<file path="config.mk">
export PLATFORM = sky130hd
export DESIGN_NAME = multicycle_control_flat
export DESIGN_NICKNAME = d
export VERILOG_FILES = /design/src/rtl/multicycle_control_pkg.sv /design/src/rtl/multicycle_control_if.sv /design/src/rtl/multicycle_control_opcode_class.sv /design/src/rtl/multicycle_control.sv /design/src/flat_wrapper.sv
export SDC_FILE = /design/constraint.sdc
export NUM_CORES = 1
export LEC_CHECK = 0
export BUFFER_PORTS_ARGS = -buffer_cell sky130_fd_sc_hd__buf_2
export CELL_PAD_IN_SITES_DETAIL_PLACEMENT = 0
export CELL_PAD_IN_SITES_GLOBAL_PLACEMENT = 1
export CORE_UTILIZATION = 39
export CTS_BUF_LIST = sky130_fd_sc_hd__clkbuf_4 sky130_fd_sc_hd__clkbuf_8
export DETAILED_ROUTE_END_ITERATION = 12
export GPL_ROUTABILITY_DRIVEN = 0
export GPL_TIMING_DRIVEN = 0
export PLACE_DENSITY = 0.95
export SKIP_CTS_REPAIR_TIMING = 1
export SLEW_MARGIN = 20
export SYNTH_ARGS = -nofsm -noshare
export SYNTH_HDL_FRONTEND = slang
export SYNTH_SLANG_ARGS = --single-unit
</file>
<file path="constraint.sdc">
create_clock -name clk -period 6 [get_ports clk]
set_input_delay 0.3 -clock clk [delete_from_list [all_inputs] [get_ports clk]]
set_output_delay 0.3 -clock clk [all_outputs]
set_load 0.005 [all_outputs]
</file>
<file path="src/rtl/multicycle_control_pkg.sv">
// ----------------------------------------------------------------------------
// mc_ctrl_pkg -- shared definitions for the multi-cycle MIPS-lite controller.
//
// Contents:
//   * opcode constants (plain integers, zero-extended to OP_W where compared)
//   * FSM state enumeration
//   * field encodings for aluop, alusrc_b, pc_source, regdest, memtoreg
//   * op_class_t: one-hot instruction class produced by opcode_class
// ----------------------------------------------------------------------------
package mc_ctrl_pkg;

  // Opcode constants
  localparam int unsigned RFMT   = 0;
  localparam int unsigned LW     = 35;
  localparam int unsigned SW     = 43;
  localparam int unsigned BEQ    = 4;
  localparam int unsigned J      = 2;
  localparam int unsigned ORI    = 13;
  localparam int unsigned BLTZAL = 34;
  localparam int unsigned JSPAL  = 19;
  localparam int unsigned BALN   = 27;

  // Controller states
  typedef enum logic [3:0] {
    S_FETCH,
    S_DECODE,
    S_MEM_ADDR,
    S_MEM_RD,
    S_MEM_WB,
    S_MEM_WR,
    S_R_EXEC,
    S_R_WB,
    S_ORI_EXEC,
    S_ORI_WB,
    S_BEQ,
    S_JUMP,
    S_LINK_TEST,
    S_LINK_WB,
    S_JSPAL_WR,
    S_JSPAL_J
  } state_e;

  // ALU operation select
  typedef enum logic [1:0] {
    ALU_ADD   = 2'd0,
    ALU_SUB   = 2'd1,
    ALU_FUNCT = 2'd2,
    ALU_OR    = 2'd3
  } aluop_e;

  // ALU B operand select
  typedef enum logic [1:0] {
    SRCB_RT      = 2'd0,
    SRCB_FOUR    = 2'd1,
    SRCB_IMM     = 2'd2,
    SRCB_IMM_SH2 = 2'd3
  } srcb_e;

  // PC source select
  typedef enum logic [1:0] {
    PCSRC_ALU    = 2'd0,
    PCSRC_ALUOUT = 2'd1,
    PCSRC_JUMP   = 2'd2,
    PCSRC_RS     = 2'd3
  } pcsrc_e;

  // Destination register select
  typedef enum logic [1:0] {
    RD_RT = 2'd0,
    RD_RD = 2'd1,
    RD_RA = 2'd2
  } regdest_e;

  // Register write-data select
  typedef enum logic [1:0] {
    M2R_ALUOUT = 2'd0,
    M2R_MDR    = 2'd1,
    M2R_PC     = 2'd2
  } memtoreg_e;

  // One-hot instruction class; all-zero means the opcode is unknown.
  // bltzal and baln share the link class since they sequence identically.
  typedef struct packed {
    logic lw;
    logic sw;
    logic rfmt;
    logic beq;
    logic jump;
    logic ori;
    logic link;
    logic jspal;
  } op_class_t;

endpackage

</file>
<file path="src/rtl/multicycle_control_if.sv">
// ----------------------------------------------------------------------------
// multicycle_control_if -- controller <-> datapath/memory signal bundle.
//
// Parameter: OP_W  opcode width
// Status (datapath -> controller): opcode, mem_ready, zero, neg
// Control (controller -> datapath): pc_write, pc_write_cond, iord, mem_read,
//   mem_write, ir_write, regdest, memtoreg, regwrite, alusrc_a, alusrc_b,
//   aluop, pc_source, illegal_op, mem_err, instr_done
// Modports: master = controller side, slave = datapath side.
// ----------------------------------------------------------------------------
interface multicycle_control_if #(
  parameter int OP_W = 6
);
  logic [OP_W-1:0] opcode;
  logic            mem_ready;
  logic            zero;
  logic            neg;

  logic            pc_write;
  logic            pc_write_cond;
  logic            iord;
  logic            mem_read;
  logic            mem_write;
  logic            ir_write;
  logic [1:0]      regdest;
  logic [1:0]      memtoreg;
  logic            regwrite;
  logic            alusrc_a;
  logic [1:0]      alusrc_b;
  logic [1:0]      aluop;
  logic [1:0]      pc_source;
  logic            illegal_op;
  logic            mem_err;
  logic            instr_done;

  modport master (
    input  opcode, mem_ready, zero, neg,
    output pc_write, pc_write_cond, iord, mem_read, mem_write, ir_write,
           regdest, memtoreg, regwrite, alusrc_a, alusrc_b, aluop,
           pc_source, illegal_op, mem_err, instr_done
  );

  modport slave (
    output opcode, mem_ready, zero, neg,
    input  pc_write, pc_write_cond, iord, mem_read, mem_write, ir_write,
           regdest, memtoreg, regwrite, alusrc_a, alusrc_b, aluop,
           pc_source, illegal_op, mem_err, instr_done
  );
endinterface

</file>
<file path="src/rtl/multicycle_control_opcode_class.sv">
// ----------------------------------------------------------------------------
// opcode_class -- combinational opcode classifier for the DECODE transition.
//
// Parameter: OP_W  opcode width
// Ports:
//   opcode   in  OP_W   instruction opcode field
//   cls      out        one-hot op_class_t
//   illegal  out  1     no class matched
// ----------------------------------------------------------------------------
module opcode_class
  import mc_ctrl_pkg::*;
#(
  parameter int OP_W = 6
) (
  input  logic [OP_W-1:0] opcode,
  output op_class_t       cls,
  output logic            illegal
);

  localparam int N_OPS = 9;
  localparam int unsigned OP_TABLE [N_OPS] = '{
    RFMT, LW, SW, BEQ, J, ORI, BLTZAL, BALN, JSPAL
  };

  logic [N_OPS-1:0] hit;

  for (genvar gi = 0; gi < N_OPS; gi++) begin : g_match
    assign hit[gi] = (opcode == OP_W'(OP_TABLE[gi]));
  end

  always_comb begin
    cls       = '0;
    cls.rfmt  = hit[0];
    cls.lw    = hit[1];
    cls.sw    = hit[2];
    cls.beq   = hit[3];
    cls.jump  = hit[4];
    cls.ori   = hit[5];
    cls.link  = hit[6] | hit[7];
    cls.jspal = hit[8];
    illegal   = ~|hit;
  end

endmodule

</file>
<file path="src/rtl/multicycle_control.sv">
// ----------------------------------------------------------------------------
// multicycle_control -- Moore-style sequencer for the multi-cycle MIPS-lite
// datapath (R-format, lw, sw, beq, j, ori, bltzal, jspal, baln).
//
// Parameters:
//   OP_W         opcode width
//   MEM_TIMEOUT  waiting cycles on mem_ready before mem_err; 0 disables
//   CNT_W        performance counter width (PERF_CNT_EN builds only)
// Ports:
//   clk    in   rising-edge clock
//   reset  in   synchronous, active-high
//   bus    multicycle_control_if.master (status in, datapath controls out)
//   cycle_cnt, instr_cnt  out CNT_W  (PERF_CNT_EN builds only)
// Build option: define PERF_CNT_EN to add the cycle/instruction counters.
// ----------------------------------------------------------------------------
module multicycle_control
  import mc_ctrl_pkg::*;
#(
  parameter int OP_W        = 6,
  parameter int MEM_TIMEOUT = 15
`ifdef PERF_CNT_EN
  ,
  parameter int CNT_W       = 32
`endif
) (
  input  logic                clk,
  input  logic                reset,
  multicycle_control_if.master bus
`ifdef PERF_CNT_EN
  ,
  output logic [CNT_W-1:0]    cycle_cnt,
  output logic [CNT_W-1:0]    instr_cnt
`endif
);

  state_e    state_reg;
  state_e    state_next;
  op_class_t cls;
  logic      illegal;
  logic      mem_state;
  logic      mem_wait;
  logic      timeout;
  logic      mem_err_reg;

  logic       pc_write;
  logic       pc_write_cond;
  logic       iord;
  logic       mem_read;
  logic       mem_write;
  logic       ir_write;
  logic [1:0] regdest;
  logic [1:0] memtoreg;
  logic       regwrite;
  logic       alusrc_a;
  logic [1:0] alusrc_b;
  logic [1:0] aluop;
  logic [1:0] pc_source;
  logic       illegal_op;
  logic       instr_done;

  opcode_class #(
    .OP_W (OP_W)
  ) u_opcode_class (
    .opcode  (bus.opcode),
    .cls     (cls),
    .illegal (illegal)
  );

  // States that hold a memory request open until mem_ready
  assign mem_state = (state_reg == S_FETCH)  || (state_reg == S_MEM_RD) ||
                     (state_reg == S_MEM_WR) || (state_reg == S_JSPAL_WR);
  assign mem_wait  = mem_state && !bus.mem_ready;

  // Wait counter: counts stalled cycles in the current memory state. The
  // timeout fires on the MEM_TIMEOUT-th stalled cycle, so the counter never
  // needs to hold MEM_TIMEOUT itself.
  if (MEM_TIMEOUT > 0) begin : g_timeout
    localparam int WAIT_W = (MEM_TIMEOUT < 2) ? 1 : $clog2(MEM_TIMEOUT);
    logic [WAIT_W-1:0] wait_cnt_reg;

    assign timeout = mem_wait && (wait_cnt_reg == WAIT_W'(MEM_TIMEOUT - 1));

    always_ff @(posedge clk) begin
      if (reset) begin
        wait_cnt_reg <= '0;
      end else if (timeout || (state_next != state_reg)) begin
        wait_cnt_reg <= '0;
      end else if (mem_wait) begin
        wait_cnt_reg <= wait_cnt_reg + 1'b1;
      end
    end
  end else begin : g_no_timeout
    assign timeout = 1'b0;
  end

  // State register
  always_ff @(posedge clk) begin
    if (reset) begin
      state_reg <= S_FETCH;
    end else begin
      state_reg <= state_next;
    end
  end

  // Sticky memory error
  always_ff @(posedge clk) begin
    if (reset) begin
      mem_err_reg <= 1'b0;
    end else if (timeout) begin
      mem_err_reg <= 1'b1;
    end
  end

  // Next-state logic
  always_comb begin
    state_next = state_reg;
    case (state_reg)
      S_FETCH:     if (bus.mem_ready) state_next = S_DECODE;
      S_DECODE: begin
        if (cls.lw || cls.sw) state_next = S_MEM_ADDR;
        else if (cls.rfmt)    state_next = S_R_EXEC;
        else if (cls.beq)     state_next = S_BEQ;
        else if (cls.jump)    state_next = S_JUMP;
        else if (cls.ori)     state_next = S_ORI_EXEC;
        else if (cls.link)    state_next = S_LINK_TEST;
        else if (cls.jspal)   state_next = S_JSPAL_WR;
        else                  state_next = S_FETCH;
      end
      S_MEM_ADDR:  state_next = cls.lw ? S_MEM_RD : S_MEM_WR;
      S_MEM_RD:    if (bus.mem_ready) state_next = S_MEM_WB;
      S_MEM_WB:    state_next = S_FETCH;
      S_MEM_WR:    if (bus.mem_ready) state_next = S_FETCH;
      S_R_EXEC:    state_next = S_R_WB;
      S_R_WB:      state_next = S_FETCH;
      S_ORI_EXEC:  state_next = S_ORI_WB;
      S_ORI_WB:    state_next = S_FETCH;
      S_BEQ:       state_next = S_FETCH;
      S_JUMP:      state_next = S_FETCH;
      S_LINK_TEST: state_next = bus.neg ? S_LINK_WB : S_FETCH;
      S_LINK_WB:   state_next = S_FETCH;
      S_JSPAL_WR:  if (bus.mem_ready) state_next = S_JSPAL_J;
      S_JSPAL_J:   state_next = S_FETCH;
      default:     state_next = S_FETCH;
    endcase
    // An abandoned access restarts at FETCH from whichever memory state
    if (timeout) state_next = S_FETCH;
  end

  // Output logic: everything forced low while reset is held
  always_comb begin
    pc_write      = 1'b0;
    pc_write_cond = 1'b0;
    iord          = 1'b0;
    mem_read      = 1'b0;
    mem_write     = 1'b0;
    ir_write      = 1'b0;
    regdest       = RD_RT;
    memtoreg      = M2R_ALUOUT;
    regwrite      = 1'b0;
    alusrc_a      = 1'b0;
    alusrc_b      = SRCB_RT;
    aluop         = ALU_ADD;
    pc_source     = PCSRC_ALU;
    illegal_op    = 1'b0;
    instr_done    = 1'b0;
    if (!reset) begin
      case (state_reg)
        S_FETCH: begin
          mem_read = 1'b1;
          alusrc_b = SRCB_FOUR;
          ir_write = bus.mem_ready;
          pc_write = bus.mem_ready;
        end
        S_DECODE: begin
          alusrc_b   = SRCB_IMM_SH2;
          illegal_op = illegal;
          instr_done = illegal;
        end
        S_MEM_ADDR: begin
          alusrc_a = 1'b1;
          alusrc_b = SRCB_IMM;
        end
        S_MEM_RD: begin
          mem_read = 1'b1;
          iord     = 1'b1;
        end
        S_MEM_WB: begin
          regwrite   = 1'b1;
          memtoreg   = M2R_MDR;
          instr_done = 1'b1;
        end
        S_MEM_WR: begin
          mem_write  = 1'b1;
          iord       = 1'b1;
          instr_done = bus.mem_ready;
        end
        S_R_EXEC: begin
          alusrc_a = 1'b1;
          aluop    = ALU_FUNCT;
        end
        S_R_WB: begin
          regwrite   = 1'b1;
          regdest    = RD_RD;
          instr_done = 1'b1;
        end
        S_ORI_EXEC: begin
          alusrc_a = 1'b1;
          alusrc_b = SRCB_IMM;
          aluop    = ALU_OR;
        end
        S_ORI_WB: begin
          regwrite   = 1'b1;
          instr_done = 1'b1;
        end
        S_BEQ: begin
          alusrc_a      = 1'b1;
          aluop         = ALU_SUB;
          pc_write_cond = 1'b1;
          pc_source     = PCSRC_ALUOUT;
          pc_write      = bus.zero;
          instr_done    = 1'b1;
        end
        S_JUMP: begin
          pc_write   = 1'b1;
          pc_source  = PCSRC_JUMP;
          instr_done = 1'b1;
        end
        S_LINK_TEST: begin
          alusrc_a   = 1'b1;
          aluop      = ALU_SUB;
          instr_done = !bus.neg;
        end
        S_LINK_WB: begin
          regwrite   = 1'b1;
          regdest    = RD_RA;
          memtoreg   = M2R_PC;
          pc_write   = 1'b1;
          pc_source  = PCSRC_ALUOUT;
          instr_done = 1'b1;
        end
        S_JSPAL_WR: begin
          mem_write = 1'b1;
          iord      = 1'b1;
        end
        S_JSPAL_J: begin
          pc_write   = 1'b1;
          pc_source  = PCSRC_RS;
          instr_done = 1'b1;
        end
        default: ;
      endcase
    end
  end

  assign bus.pc_write      = pc_write;
  assign bus.pc_write_cond = pc_write_cond;
  assign bus.iord          = iord;
  assign bus.mem_read      = mem_read;
  assign bus.mem_write     = mem_write;
  assign bus.ir_write      = ir_write;
  assign bus.regdest       = regdest;
  assign bus.memtoreg      = memtoreg;
  assign bus.regwrite      = regwrite;
  assign bus.alusrc_a      = alusrc_a;
  assign bus.alusrc_b      = alusrc_b;
  assign bus.aluop         = aluop;
  assign bus.pc_source     = pc_source;
  assign bus.illegal_op    = illegal_op;
  assign bus.instr_done    = instr_done;
  assign bus.mem_err       = mem_err_reg && !reset;

`ifdef PERF_CNT_EN
  logic [CNT_W-1:0] cycle_cnt_reg;
  logic [CNT_W-1:0] instr_cnt_reg;

  always_ff @(posedge clk) begin
    if (reset) begin
      cycle_cnt_reg <= '0;
      instr_cnt_reg <= '0;
    end else begin
      cycle_cnt_reg <= cycle_cnt_reg + 1'b1;
      if (instr_done) instr_cnt_reg <= instr_cnt_reg + 1'b1;
    end
  end

  assign cycle_cnt = reset ? '0 : cycle_cnt_reg;
  assign instr_cnt = reset ? '0 : instr_cnt_reg;
`else
  // Counters not built in this configuration.
`endif

endmodule

</file>
<file path="src/flat_wrapper.sv">
// flat-port wrapper written by rule: the top's interface ports become plain ports
module multicycle_control_flat import mc_ctrl_pkg::*;
#(
  parameter int OP_W        = 6,
  parameter int MEM_TIMEOUT = 15

)
  (clk, reset, bus_opcode, bus_mem_ready, bus_zero, bus_neg, bus_pc_write, bus_pc_write_cond, bus_iord, bus_mem_read, bus_mem_write, bus_ir_write, bus_regdest, bus_memtoreg, bus_regwrite, bus_alusrc_a, bus_alusrc_b, bus_aluop, bus_pc_source, bus_illegal_op, bus_mem_err, bus_instr_done);
  multicycle_control_if #(.OP_W(OP_W)) bus_i ();
  input  logic clk;
  input  logic reset;
  input wire logic [$bits(bus_i.opcode)-1:0] bus_opcode;
  input wire logic [$bits(bus_i.mem_ready)-1:0] bus_mem_ready;
  input wire logic [$bits(bus_i.zero)-1:0] bus_zero;
  input wire logic [$bits(bus_i.neg)-1:0] bus_neg;
  output wire logic [$bits(bus_i.pc_write)-1:0] bus_pc_write;
  output wire logic [$bits(bus_i.pc_write_cond)-1:0] bus_pc_write_cond;
  output wire logic [$bits(bus_i.iord)-1:0] bus_iord;
  output wire logic [$bits(bus_i.mem_read)-1:0] bus_mem_read;
  output wire logic [$bits(bus_i.mem_write)-1:0] bus_mem_write;
  output wire logic [$bits(bus_i.ir_write)-1:0] bus_ir_write;
  output wire logic [$bits(bus_i.regdest)-1:0] bus_regdest;
  output wire logic [$bits(bus_i.memtoreg)-1:0] bus_memtoreg;
  output wire logic [$bits(bus_i.regwrite)-1:0] bus_regwrite;
  output wire logic [$bits(bus_i.alusrc_a)-1:0] bus_alusrc_a;
  output wire logic [$bits(bus_i.alusrc_b)-1:0] bus_alusrc_b;
  output wire logic [$bits(bus_i.aluop)-1:0] bus_aluop;
  output wire logic [$bits(bus_i.pc_source)-1:0] bus_pc_source;
  output wire logic [$bits(bus_i.illegal_op)-1:0] bus_illegal_op;
  output wire logic [$bits(bus_i.mem_err)-1:0] bus_mem_err;
  output wire logic [$bits(bus_i.instr_done)-1:0] bus_instr_done;
  assign bus_i.opcode = bus_opcode;
  assign bus_i.mem_ready = bus_mem_ready;
  assign bus_i.zero = bus_zero;
  assign bus_i.neg = bus_neg;
  assign bus_pc_write = bus_i.pc_write;
  assign bus_pc_write_cond = bus_i.pc_write_cond;
  assign bus_iord = bus_i.iord;
  assign bus_mem_read = bus_i.mem_read;
  assign bus_mem_write = bus_i.mem_write;
  assign bus_ir_write = bus_i.ir_write;
  assign bus_regdest = bus_i.regdest;
  assign bus_memtoreg = bus_i.memtoreg;
  assign bus_regwrite = bus_i.regwrite;
  assign bus_alusrc_a = bus_i.alusrc_a;
  assign bus_alusrc_b = bus_i.alusrc_b;
  assign bus_aluop = bus_i.aluop;
  assign bus_pc_source = bus_i.pc_source;
  assign bus_illegal_op = bus_i.illegal_op;
  assign bus_mem_err = bus_i.mem_err;
  assign bus_instr_done = bus_i.instr_done;
  multicycle_control #(.OP_W(OP_W), .MEM_TIMEOUT(MEM_TIMEOUT)) u_core (.clk(clk), .reset(reset), .bus(bus_i));
endmodule
</file>
=== Word-level counts from Yosys, hierarchy flattened ===
Cells that the tools add are included.

* Multiplexer cells: 45
* Add/subtract/negate cells: 1
* Reduce and logical (&&, ||, !) cells: 26
* Bitwise gates (word level): 1
* Eq/ne operators: 25

{| class="wikitable"
|+ Operator list
! operator !! number
|-
| $mux 4 || 13
|-
| $pmux 4 s10 || 1
|-
| $eq 4x4->1 const B || 9
|-
| $eq 6x6->1 const B || 3
|-
| $mux 1 || 18
|-
| $pmux 2 s3 || 3
|-
| $eq 4x3->1 const B || 4
|-
| $eq 6x5->1 const B || 2
|-
| $reduce_or 2->1 || 6
|-
| $mux 2 || 5
|-
| $reduce_or 9->1 || 1
|-
| $eq 4x2->1 const B || 2
|-
| $pmux 2 s2 || 2
|-
| $reduce_or 7->1 || 1
|-
| $eq 6x2->1 const B || 1
|-
| $eq 6x3->1 const B || 1
|-
| $eq 6x4->1 const B || 1
|-
| $logic_not 6->1 || 1
|-
| $reduce_or 3->1 || 2
|-
| $logic_or 1x1->1 || 5
|-
| $reduce_or 5->1 || 1
|-
| $add 4x1->4 const B || 1
|-
| $eq 4x1->1 const B || 1
|-
| $logic_not 1->1 || 4
|-
| 8 further kinds || 10
|}

* Input port bits: 11
* Register bits after elaboration: 9
* Logic and storage cells: 101
* Output and inout bits: 21

=== Depth between registers and ports, before layout ===
Gate-level depths: netlist of run 1.

* Word-level depth: 13
* Gate-level depth with buffers: 7

=== Modules after synthesis ===
From an unflattened synthesis of run 1, not the netlist that was laid out.

* Cell total of the unflattened synthesis: 180
* Area total of the unflattened synthesis: 1232.4 um^2

{| class="wikitable"
|+ By module, submodules not included
! module !! cells each !! area an instance (um^2) !! times used
|-
| multicycle_control || 153 || 1083.5 || 1
|-
| opcode_class || 27 || 148.9 || 1
|}

=== Worst setup path after synthesis of run 1 ===
No wires, ideal clock.

* Path kind: reg2reg
* Start point: register u_core.state_reg[1]
* End point: register u_core.g_timeout.wait_cnt_reg[1]
* Cell stages (with the launch flop): 7
* Data arrival time: 1.944 ns
* Setup slack: 3.917 ns
* Path buffers: 0
* Required time: 5.861 ns
* Cell sequence: dfxtp_1 or4b_4 or4b_4 o211ai_2 nand3b_1 a32oi_2 a2111oi_2

* Cells in the longest elaborated chain, start to end: 10

{| class="wikitable"
|+ Ends and longest elaborated chain
! element !! RTL line !! RTL
|-
| start, declared || multicycle_control.sv:36 || <nowiki>state_e state_reg;</nowiki>
|-
| start signal, assigned || multicycle_control.sv:101 || <nowiki>state_reg <= state_next;</nowiki>
|-
| parallel branches: the longest is 10 deep, another holds $pmux 4 s10 || n/a ||
|-
| end signal, assigned || multicycle_control.sv:89 || <nowiki>wait_cnt_reg <= wait_cnt_reg + 1'b1;</nowiki>
|-
| end, declared || multicycle_control.sv:79 || <nowiki>logic [WAIT_W-1:0] wait_cnt_reg;</nowiki>
|}

Parallel ways; which one is timed is not known.
A chain may end at the register's enable or synchronous reset.

=== Worst setup path in the final report of run 1 ===
* Start point: register u_core.state_reg[3]
* End point: output bus_instr_done

* Cells in the longest elaborated chain, start to end: 4

{| class="wikitable"
|+ Ends and longest elaborated chain
! element !! RTL line !! RTL
|-
| $eq 4x3->1 or $eq 4x4->1 (tied branches) || multicycle_control.sv:167 || <nowiki>case (state_reg)</nowiki>
|-
| $reduce_or 7->1 (no source line) || n/a ||
|-
| $pmux 1 s4 (*) || multicycle_control.sv:167 ||
|-
| $mux 1 (*) || multicycle_control.sv:166 || <nowiki>if (!reset) begin</nowiki>
|-
| end, declared || flat_wrapper.sv:31 || <nowiki>output wire logic [$bits(bus_i.instr_done)-1:0] bus_instr_done;</nowiki>
|}

Every way passes the cells marked *; elsewhere a longest branch is shown, timed or not.

==> impl_metrics.env, run 1 <==
export IMPL_outcome="finished, final reports clean"
export IMPL_synthesis_area_mm2=0.00105
export IMPL_cts_sinks=9
export IMPL_synth_top_area_frac=0.171
export IMPL_synth_edf_count=0
export IMPL_grt_pass1_wl_mm=5.01
export IMPL_drt_initial_drc_count=43
export IMPL_async_flop_share=0
export IMPL_leakagePower_nw=0.533
export IMPL_grt_use_total=0.235
export IMPL_cp_top_family="buffers and inverters"
export IMPL_rows=18
export IMPL_path_buf_inv=2
export IMPL_ys_seq_area_frac=0.171
export IMPL_clk_latency_ns=0.26
export IMPL_grt_max_degree=11
export IMPL_io_buffers=31
export IMPL_maxCapViolations=0
export IMPL_placed_cell_area_mm2=0.00125
export IMPL_min_from="bus_neg"
export IMPL_end_kind="primary output"
export IMPL_die_h_um=54.0
export IMPL_drive_gt1_frac=0.223
export IMPL_fin_tns_setup_ns=0
export IMPL_area_growth_pct=20.9
export IMPL_p_per_area_mw_per_mm2=114
export IMPL_cp_required_ns=5.70
export IMPL_reg2reg_from="u_core.state_reg[1]"
export IMPL_skew_ns=0.00466
export IMPL_critPathLaunchType="flop"
export IMPL_max_slew_worst_pin_slew_ns=0.777
export IMPL_post_drt_wl_per_cell_um=13.8
export IMPL_p_total_uw=145
export IMPL_slowest_stage="dfxtp_1"
export IMPL_coreArea_mm2=0.00252
export IMPL_postLayoutCoreUtil=0.505
export IMPL_synth_cells=158
export IMPL_rrSetupSlack_ns=3.65
export IMPL_hpwl_mm=2.42
export IMPL_path_cells="clkbuf_1 -> nor2b_1 -> nand2_1 -> a21oi_1 -> a211o_1 -> a21oi_1 -> buf_2"
export IMPL_diodes=0
export IMPL_crit_path_frequent_cell="a21oi_1"
export IMPL_postRouteAntennaNets=0
export IMPL_synth_area_per_cell_um2=6.68
export IMPL_ioPinCount=32
export IMPL_route_detailed_drc=0
export IMPL_final_cell_area_mm2=0.00127
export IMPL_cts_root_buffer="clkbuf_4"
export IMPL_synth_seq_cells=9
export IMPL_drtPass1Iterations=4
export IMPL_htreeDepth=1
export IMPL_slew_violations=0
export IMPL_maxSlewHeadroom=0.469
export IMPL_cpPeakStageDelay_ns=0.42
export IMPL_synth_most_common_cell="nor2_1"
export IMPL_synth_area_leaders="dfxtp_1 17%, a21oi_1 7.1%, nor3_1 7.1%, nor2_1 6.8%, nand2_1 5.3%"
export IMPL_vdd_drop_max_mv=0.0943
export IMPL_initial_core_util=0.418
export IMPL_clk_pin_slew_ns=0.06
export IMPL_min_period_ns=2.37
export IMPL_cp_arrival_ns=2.07
export IMPL_rr_endpoint="u_core.g_timeout.wait_cnt_reg[3]"
export IMPL_grt_pass1_vias=1162
export IMPL_syn_nets=171
export IMPL_die_w_um=54.0
export IMPL_yosysWarnings=0
export IMPL_overflow=0
export IMPL_holdPathEnd="u_core.state_reg[2]"
export IMPL_viasPerCell=5.87
export IMPL_setup_violations_final=0
export IMPL_clockBufferDepth=2
export IMPL_max_clock_freq_mhz=421
export IMPL_yosysTopAreaCell="dfxtp_1"
export IMPL_min_path_type="primary input to flop"
export IMPL_vias=1308
export IMPL_nNetsFinal=207
export IMPL_post_route_period_util=0.396
export IMPL_drt_wl_total_mm=3.07
export IMPL_rr_worst_depth=6
export IMPL_holdPathStages=5
export IMPL_ys_flop_type="dfxtp_1"
export IMPL_synth_common_cells="19 x nor2_1, 15 x a21oi_1, 15 x nand2_1, 15 x nor3_1"
export IMPL_worstSetupPathType="flop to primary output"
export IMPL_crit_path_start="u_core.state_reg[3]"
export IMPL_die_area_mm2=0.00292
export IMPL_cts_buffers=3
export IMPL_antenna_found_initial=0
export IMPL_hold_viol=0
export IMPL_rsz0062_at_grt="false"
export IMPL_synthDistinctLibCells=41
export IMPL_cts_tree="done"
export IMPL_crit_fanout=10
## stage by stage
stage	setup WS, ns	cells	hold slack, ns
final	3.63	223	0.469
after global routing	3.39	223	0.463
after CTS	3.66	223	0.468
after detailed placement	3.63	219	0.484
after global placement	3.73	219	0.444
after floorplan	3.92	158	0.432
## kinds of logic (layout without fill, tap and decap cells)
group | count (synthesis) | count (layout) | synth area share
AOI/OAI and AO/OA | 42 | 42 | 0.269
xor gates and xnor gates | 5 | 5 | 0.0415
adders and majority gates | 2 | 2 | 0.0237
buffers and inverters | 18 | 53 | 0.0676
DFF | 9 | 9 | 0.171
and+or+nand+nor | 82 | 82 | 0.427
## per-layer routing
| layer | GRT usage | vias up | wire length [um] |
|---|---|---|---|
| met2 | 0.412 | 61 | 1470 |
| li1 | - | 652 | - |
| met1 | 0.266 | 584 | 1350 |
| met5 | 0 | - | 0 |
| met3 | 0.0480 | 11 | 166 |
| met4 | 0.120 | 0 | 85 |
## cells in the final DEF (no fill, tap or decap), types with 2 or more instances in the layout
cell type,n
or3_1,2
nand2_1,15
nand2b_1,4
nand4b_1,4
o211ai_1,2
dfxtp_1,9
nor2_1,19
clkbuf_1,10
nor3_1,15
nor4_1,3
buf_2,31
a2111oi_0,2
ha_1,2
inv_1,7
clkbuf_4,3
a21oi_1,15
o21ai_0,10
xnor2_1,3
xor2_1,2
nand4_1,2
nor2b_1,5
or4b_4,2
and3b_1,2
nand3_1,2
a211oi_1,2
o22a_1,2
## where the power goes
group / total, mW / switching [mW] / internal (mW) / leakage, nW
combinational: 0.0375 / 0.0225 / 0.0150 / 0.442
sequential: 0.0620 / 0.00117 / 0.0608 / 0.0729
clock: 0.0457 / 0.0211 / 0.0246 / 0.0177
total: 0.145 / 0.0448 / 0.100 / 0.533
## worst max path at each step
stage	to	cells after the start
detailed placement	u_core.g_timeout.wait_cnt_reg[3]	7
global route	u_core.g_timeout.wait_cnt_reg[2]	5
finish	bus_instr_done	7
CTS	bus_instr_done	7
floorplan	u_core.g_timeout.wait_cnt_reg[1]	6
global placement	u_core.g_timeout.wait_cnt_reg[1]	7
## layout make-up
type,count,area [um^2]
tap,30,37.5
timing repair buffer,31,155
buffer,11,45.0
fill,266,1250
clock inverter,1,5.00
clock buffer,3,22.5
multi-input combinational,131,803
inverter,7,26.3
sequential,9,180
## worst register-to-register path: stages (launching register included)
cell	delay (ns)
dfxtp_1	0.37
or4b_4	0.58
or4b_4	0.53
o211ai_2	0.13
nand3b_1	0.15
a32oi_2	0.35
nor3_1	0.10
No activity file was read; power rests on OpenSTA's default activity.
==> inputs of run 2 (changes only) <==
Settings changed: CORE_UTILIZATION 39 to 33, PLACE_DENSITY 0.95 to 0.89.
Clock period 6 ns to 1.9 ns, I/O delays scaled along.
==> impl_metrics.env, run 2 (same netlist as run 1, synthesis figures left out) <==
export IMPL_outcome="finished, violations left"
export IMPL_violations="setup timing"
export IMPL_drtPass1Iterations=4
export IMPL_crit_path_start="u_core.state_reg[1]"
export IMPL_holdWs_ns=0.266
export IMPL_clk_pin_slew_ns=0.06
export IMPL_layout_commonest_cell="buf_2"
export IMPL_rows=20
export IMPL_fin_cells=240
export IMPL_die_w_um=58.5
export IMPL_dpl_worst_slack_ns=-0.272
export IMPL_nNetsFinal=210
export IMPL_cp_required_ns=2.03
export IMPL_cts_root_buffer="clkbuf_4"
export IMPL_max_slew_worst_pin_slew_ns=0.489
export IMPL_p_per_area_mw_per_mm2=338
export IMPL_route_detailed_drc=0
export IMPL_cts_buffers=3
export IMPL_drt_initial_drc_count=83
export IMPL_antenna_found_initial=0
export IMPL_postLayoutCoreUtil=0.449
export IMPL_rrSetupSlack_ns=-0.25
export IMPL_leakagePower_nw=0.566
export IMPL_vias=1300
export IMPL_nFillCells=353
export IMPL_grt_max_degree=11
export IMPL_critPathLaunchType="flop"
export IMPL_maxSlewHeadroom=0.674
export IMPL_hpwl_mm=2.21
export IMPL_grt_pass1_wl_mm=4.82
export IMPL_htreeDepth=1
export IMPL_final_cell_area_mm2=0.00137
export IMPL_cts_tree="done"
export IMPL_placed_cell_area_mm2=0.00127
export IMPL_skew_ns=0.00245
export IMPL_grt_use_total=0.176
export IMPL_layout_setup_ws_ns=-0.252
export IMPL_die_area_mm2=0.00343
export IMPL_rr_endpoint="u_core.g_timeout.wait_cnt_reg[1]"
export IMPL_path_cells="or4b_4 -> or4b_4 -> o211ai_4 -> nand3b_1 -> a32oi_2 -> a2111oi_2"
export IMPL_rsz0062_at_grt="true"
export IMPL_setup_violations_final=7
export IMPL_initial_core_util=0.345
export IMPL_worstSetupPathType="flop to flop"
export IMPL_diodes=0
export IMPL_hold_viol=0
export IMPL_top_layer_used="met4"
export IMPL_max_clock_freq_mhz=465
export IMPL_coreArea_mm2=0.00305
export IMPL_cp_arrival_ns=2.28
export IMPL_endpoint="u_core.g_timeout.wait_cnt_reg[1]"
export IMPL_postRouteAntennaNets=0
export IMPL_crit_fanout=4
export IMPL_reg2reg_from="u_core.state_reg[1]"
export IMPL_viasPerCell=5.42
export IMPL_die_h_um=58.5
export IMPL_dr_wl_met2_mm=1.39
export IMPL_post_route_period_util=1.13
export IMPL_holdPathStages=5
export IMPL_final_cell_mix="32 x buf_2, 19 x nor2_1, 15 x nor3_1, 15 x nand2_1, 14 x a21oi_1"
export IMPL_clockBufferDepth=2
export IMPL_ioPinCount=32
export IMPL_slew_violations=0
export IMPL_slowest_stage="or4b_4"
export IMPL_cpPeakStageDelay_ns=0.55
export IMPL_drt_wl_total_mm=3.02
export IMPL_routed_wl_met3_um=188
export IMPL_drive_gt1_frac=0.301
export IMPL_grt_pass1_vias=1105
export IMPL_min_period_ns=2.15
export IMPL_cts_sinks=9
export IMPL_crit_path_frequent_cell="or4b_4"
export IMPL_met1_length_mm=1.44
export IMPL_min_path_type="primary input to flop"
export IMPL_clk_latency_ns=0.26
export IMPL_overflow=0
export IMPL_vdd_drop_max_mv=0.159
export IMPL_io_buffers=31
export IMPL_maxCapViolations=0
export IMPL_end_kind="flop"
export IMPL_rr_worst_depth=6
export IMPL_post_drt_wl_per_cell_um=12.6
export IMPL_area_growth_pct=30.0
export IMPL_place_inst=233
## run 2: cell types whose count changed in the layout (fill, tap and decap cells not counted), sizes merged
cell	delta
buf	+5
clkbuf	-2
clkinvlp	+1
inv	-1
## run 2: power by group
part | internal [mW] | total, mW | leakage, nW | switching (mW)
logic | 0.0502 | 0.124 | 0.474 | 0.0733
clock network | 0.0776 | 0.145 | 0.0177 | 0.0673
registers | 0.191 | 0.194 | 0.0742 | 0.00370
## run 2: worst min-delay path by stage
stage          slack [ns]          startpoint             endpoint
6_report             0.27             bus_neg  u_core.state_reg[2]
5_1_grt              0.30             bus_neg  u_core.state_reg[2]
4_1_cts              0.26             bus_neg  u_core.state_reg[2]
3_5_place_dp         0.45            bus_zero         bus_pc_write
3_3_place_gp         0.45  u_core.mem_err_reg   u_core.mem_err_reg
2_1_floorplan        0.23               reset     bus_pc_source[1]
## run 2: layout make-up
type | count | area, um^2 | area share
buffer | 11 | 57.6 | 0.0420
clock buffer | 3 | 22.5 | 0.0164
clock inverter | 1 | 5.00 | 0.00365
inverter | 7 | 30.0 | 0.0219
multi-input combinational | 131 | 838 | 0.611
sequential | 9 | 185 | 0.135
tap | 44 | 55.1 | 0.0401
timing repair buffer | 34 | 178 | 0.130
## run 2: per-stage QoR
step	power [mW]	setup TNS [ns]
final	0.463	-1.08
after global routing	0.496	-1.90
after floorplan	0.273	-0.388
after global placement	0.316	-1.30
after detailed placement	0.316	-1.30
after CTS	0.466	-2.48
## run 2: metal layers
metal | vias up | track usage
met2 | 51 | 0.289
met1 | 589 | 0.239
met5 | - | 0
met3 | 2 | 0.0330
met4 | 0 | 0.0408
li1 | 658 | -
## run 2: worst max-delay path: cells and delay by family, from the launching register on
family,cells,cell delay [ns]
flip-flops,1,0.35
AND/OR/NAND/NOR,3,1.19
AO/OA/AOI/OAI,3,0.48
==> inputs of run 3 (changes only) <==
Settings changed: ABC_AREA set to 1, CORE_UTILIZATION 33 to 32, GPL_TIMING_DRIVEN 0 to 1.
==> impl_metrics.env, run 3 <==
export IMPL_outcome="finished, final reports clean"
export IMPL_grt_use_total=0.164
export IMPL_synth_area_per_cell_um2=5.82
export IMPL_cp_top_family="simple AND/OR/NAND/NOR gates"
export IMPL_die_w_um=60.5
export IMPL_final_cell_mix="37 x nor2_1, 34 x nand2_1, 31 x buf_2, 30 x inv_1, 18 x nand3_1"
export IMPL_ioPinCount=32
export IMPL_die_h_um=60.5
export IMPL_clk_latency_ns=0.25
export IMPL_grt_max_degree=23
export IMPL_skew_ns=0.00434
export IMPL_synth_area_leaders="dfxtp_1 16%, nor2_1 13%, nand2_1 12%, inv_1 10%, nand3_1 8.2%"
export IMPL_hpwl_mm=2.29
export IMPL_overflow=0
export IMPL_grt_pass1_vias=1075
export IMPL_cpPeakStageDelay_ns=0.37
export IMPL_slew_violations=0
export IMPL_die_area_mm2=0.00366
export IMPL_crit_path_frequent_cell="nor3_1"
export IMPL_synth_most_common_cell="nor2_1"
export IMPL_syn_nets=201
export IMPL_place_inst=261
export IMPL_setup_violations_final=0
export IMPL_drt_wl_total_mm=2.76
export IMPL_synth_cells=188
export IMPL_post_route_period_util=0.911
export IMPL_multi_input_area_um2=786
export IMPL_viasPerCell=4.64
export IMPL_crit_fanout=7
export IMPL_drive_gt1_frac=0.290
export IMPL_vias=1230
export IMPL_register_area_um2=186
export IMPL_diodes=0
export IMPL_yosysWarnings=0
export IMPL_synth_edf_count=0
export IMPL_path_buf_inv=3
export IMPL_worstSetupPathType="flop to primary output"
export IMPL_grt_pass1_wl_mm=4.59
export IMPL_area_growth_pct=22.5
export IMPL_cp_arrival_ns=1.64
export IMPL_synth_seq_cells=9
export IMPL_hold_viol=0
export IMPL_end_kind="primary output"
export IMPL_route_detailed_drc=0
export IMPL_synthDistinctLibCells=29
export IMPL_yosysTopAreaCell="dfxtp_1"
export IMPL_cp_required_ns=1.80
export IMPL_nNetsFinal=235
export IMPL_fin_cells=265
export IMPL_cts_root_buffer="clkbuf_4"
export IMPL_cts_sinks=9
export IMPL_antenna_found_initial=0
export IMPL_slowest_stage="dfxtp_4"
export IMPL_leakagePower_nw=0.718
export IMPL_min_period_ns=1.73
export IMPL_min_path_type="primary input to flop"
export IMPL_postLayoutCoreUtil=0.425
export IMPL_clockBufferDepth=2
export IMPL_synth_top_area_frac=0.165
export IMPL_nFillCells=351
export IMPL_drtPass1Iterations=4
export IMPL_max_clock_freq_mhz=578
export IMPL_clk_pin_slew_ns=0.06
export IMPL_fin_tns_setup_ns=0
export IMPL_synth_common_cells="38 x nor2_1, 34 x nand2_1, 30 x inv_1, 18 x nand3_1"
export IMPL_async_flop_share=0
export IMPL_cts_buffers=3
export IMPL_coreArea_mm2=0.00315
export IMPL_synthesis_area_mm2=0.00109
export IMPL_ys_seq_area_frac=0.165
export IMPL_p_per_area_mw_per_mm2=403
export IMPL_ys_flop_type="dfxtp_1"
export IMPL_cts_tree="done"
export IMPL_maxCapViolations=0
export IMPL_path_cells="inv_2 -> nand2_2 -> nor2_4 -> inv_1 -> nor3_1 -> nor3_1 -> nand2_1 -> buf_2"
export IMPL_post_drt_wl_per_cell_um=10.4
export IMPL_drt_initial_drc_count=108
export IMPL_htreeDepth=1
export IMPL_layout_commonest_cell="nor2_1"
export IMPL_postRouteAntennaNets=0
export IMPL_io_buffers=31
export IMPL_initial_core_util=0.347
export IMPL_critPathLaunchType="flop"
export IMPL_max_slew_worst_pin_slew_ns=0.396
export IMPL_maxSlewHeadroom=0.736
export IMPL_rows=20
export IMPL_vdd_drop_max_mv=0.423
==> run 3: changes by cell type after synthesis, sizes merged, moves of 4 or more <==
cell / previous run / this run
o21ai: 10 / 5
nand2b: 4 / 0
inv: 7 / 32
nor2: 19 / 46
nand3: 2 / 22
clkbuf: 10 / 2
a21oi: 15 / 7
nand4b: 4 / 0
nor3: 15 / 9
nand2: 15 / 41
nor2b: 5 / 0
==> run 3: final cells by class <==
| cell class | instances | share of cell area |
|---|---|---|
| Multi-Input combinational cell | 144 | 0.586 |
| Inverter | 32 | 0.0896 |
| Clock buffer | 4 | 0.0224 |
| Sequential cell | 9 | 0.139 |
| Tap cell | 44 | 0.0411 |
| Timing Repair Buffer | 32 | 0.121 |
==> run 3: logic make-up after synthesis <==
family                     synth area share
DFF                                   0.165
AOI/OAI and AO/OA                     0.110
buffers and inverters                 0.124
xor gates and xnor gates             0.0240
adders and majority gates            0.0229
and+or+nand+nor                       0.555
==> run 3: routing by layer <==
metal	up-vias	global-route usage	part of all wire
li1	663	-	-
met1	537	0.227	0.52
met2	28	0.268	0.44
met3	2	0.0320	0.035
met4	0	0.0260	0.0054
met5	-	0	0
==> run 3: final timing paths <==
kind                       start                               end  slack, ns  depth (start not counted)
max          u_core.state_reg[0]                      bus_pc_write       0.17                          8
max reg2reg  u_core.state_reg[1]  u_core.g_timeout.wait_cnt_reg[2]       0.22                         13
min                        reset               u_core.state_reg[1]       0.24                          2
min reg2reg   u_core.mem_err_reg                u_core.mem_err_reg       0.46                          2
==> run 3: power breakdown <==
part	switching [mW]	total [mW]	internal (mW)
clock	0.0623	0.157	0.0949
sequential	0.00990	0.206	0.196
combinational	0.115	0.176	0.0614
total	0.187	0.539	0.352
==> run 3: metrics by stage <==
step / hold WS [ns] / setup slack (ns) / instance area (um^2) / power [mW]
2_1_floorplan: 0.235 / 0.413 / 1090 / 0.332
3_3_place_gp: 0.465 / 0.193 / 1300 / 0.386
3_5_place_dp: 0.453 / 0.194 / 1300 / 0.384
4_1_cts: 0.228 / -0.0521 / 1330 / 0.544
5_1_grt: 0.245 / -0.00185 / 1340 / 0.591
6_report: 0.238 / 0.169 / 1340 / 0.539
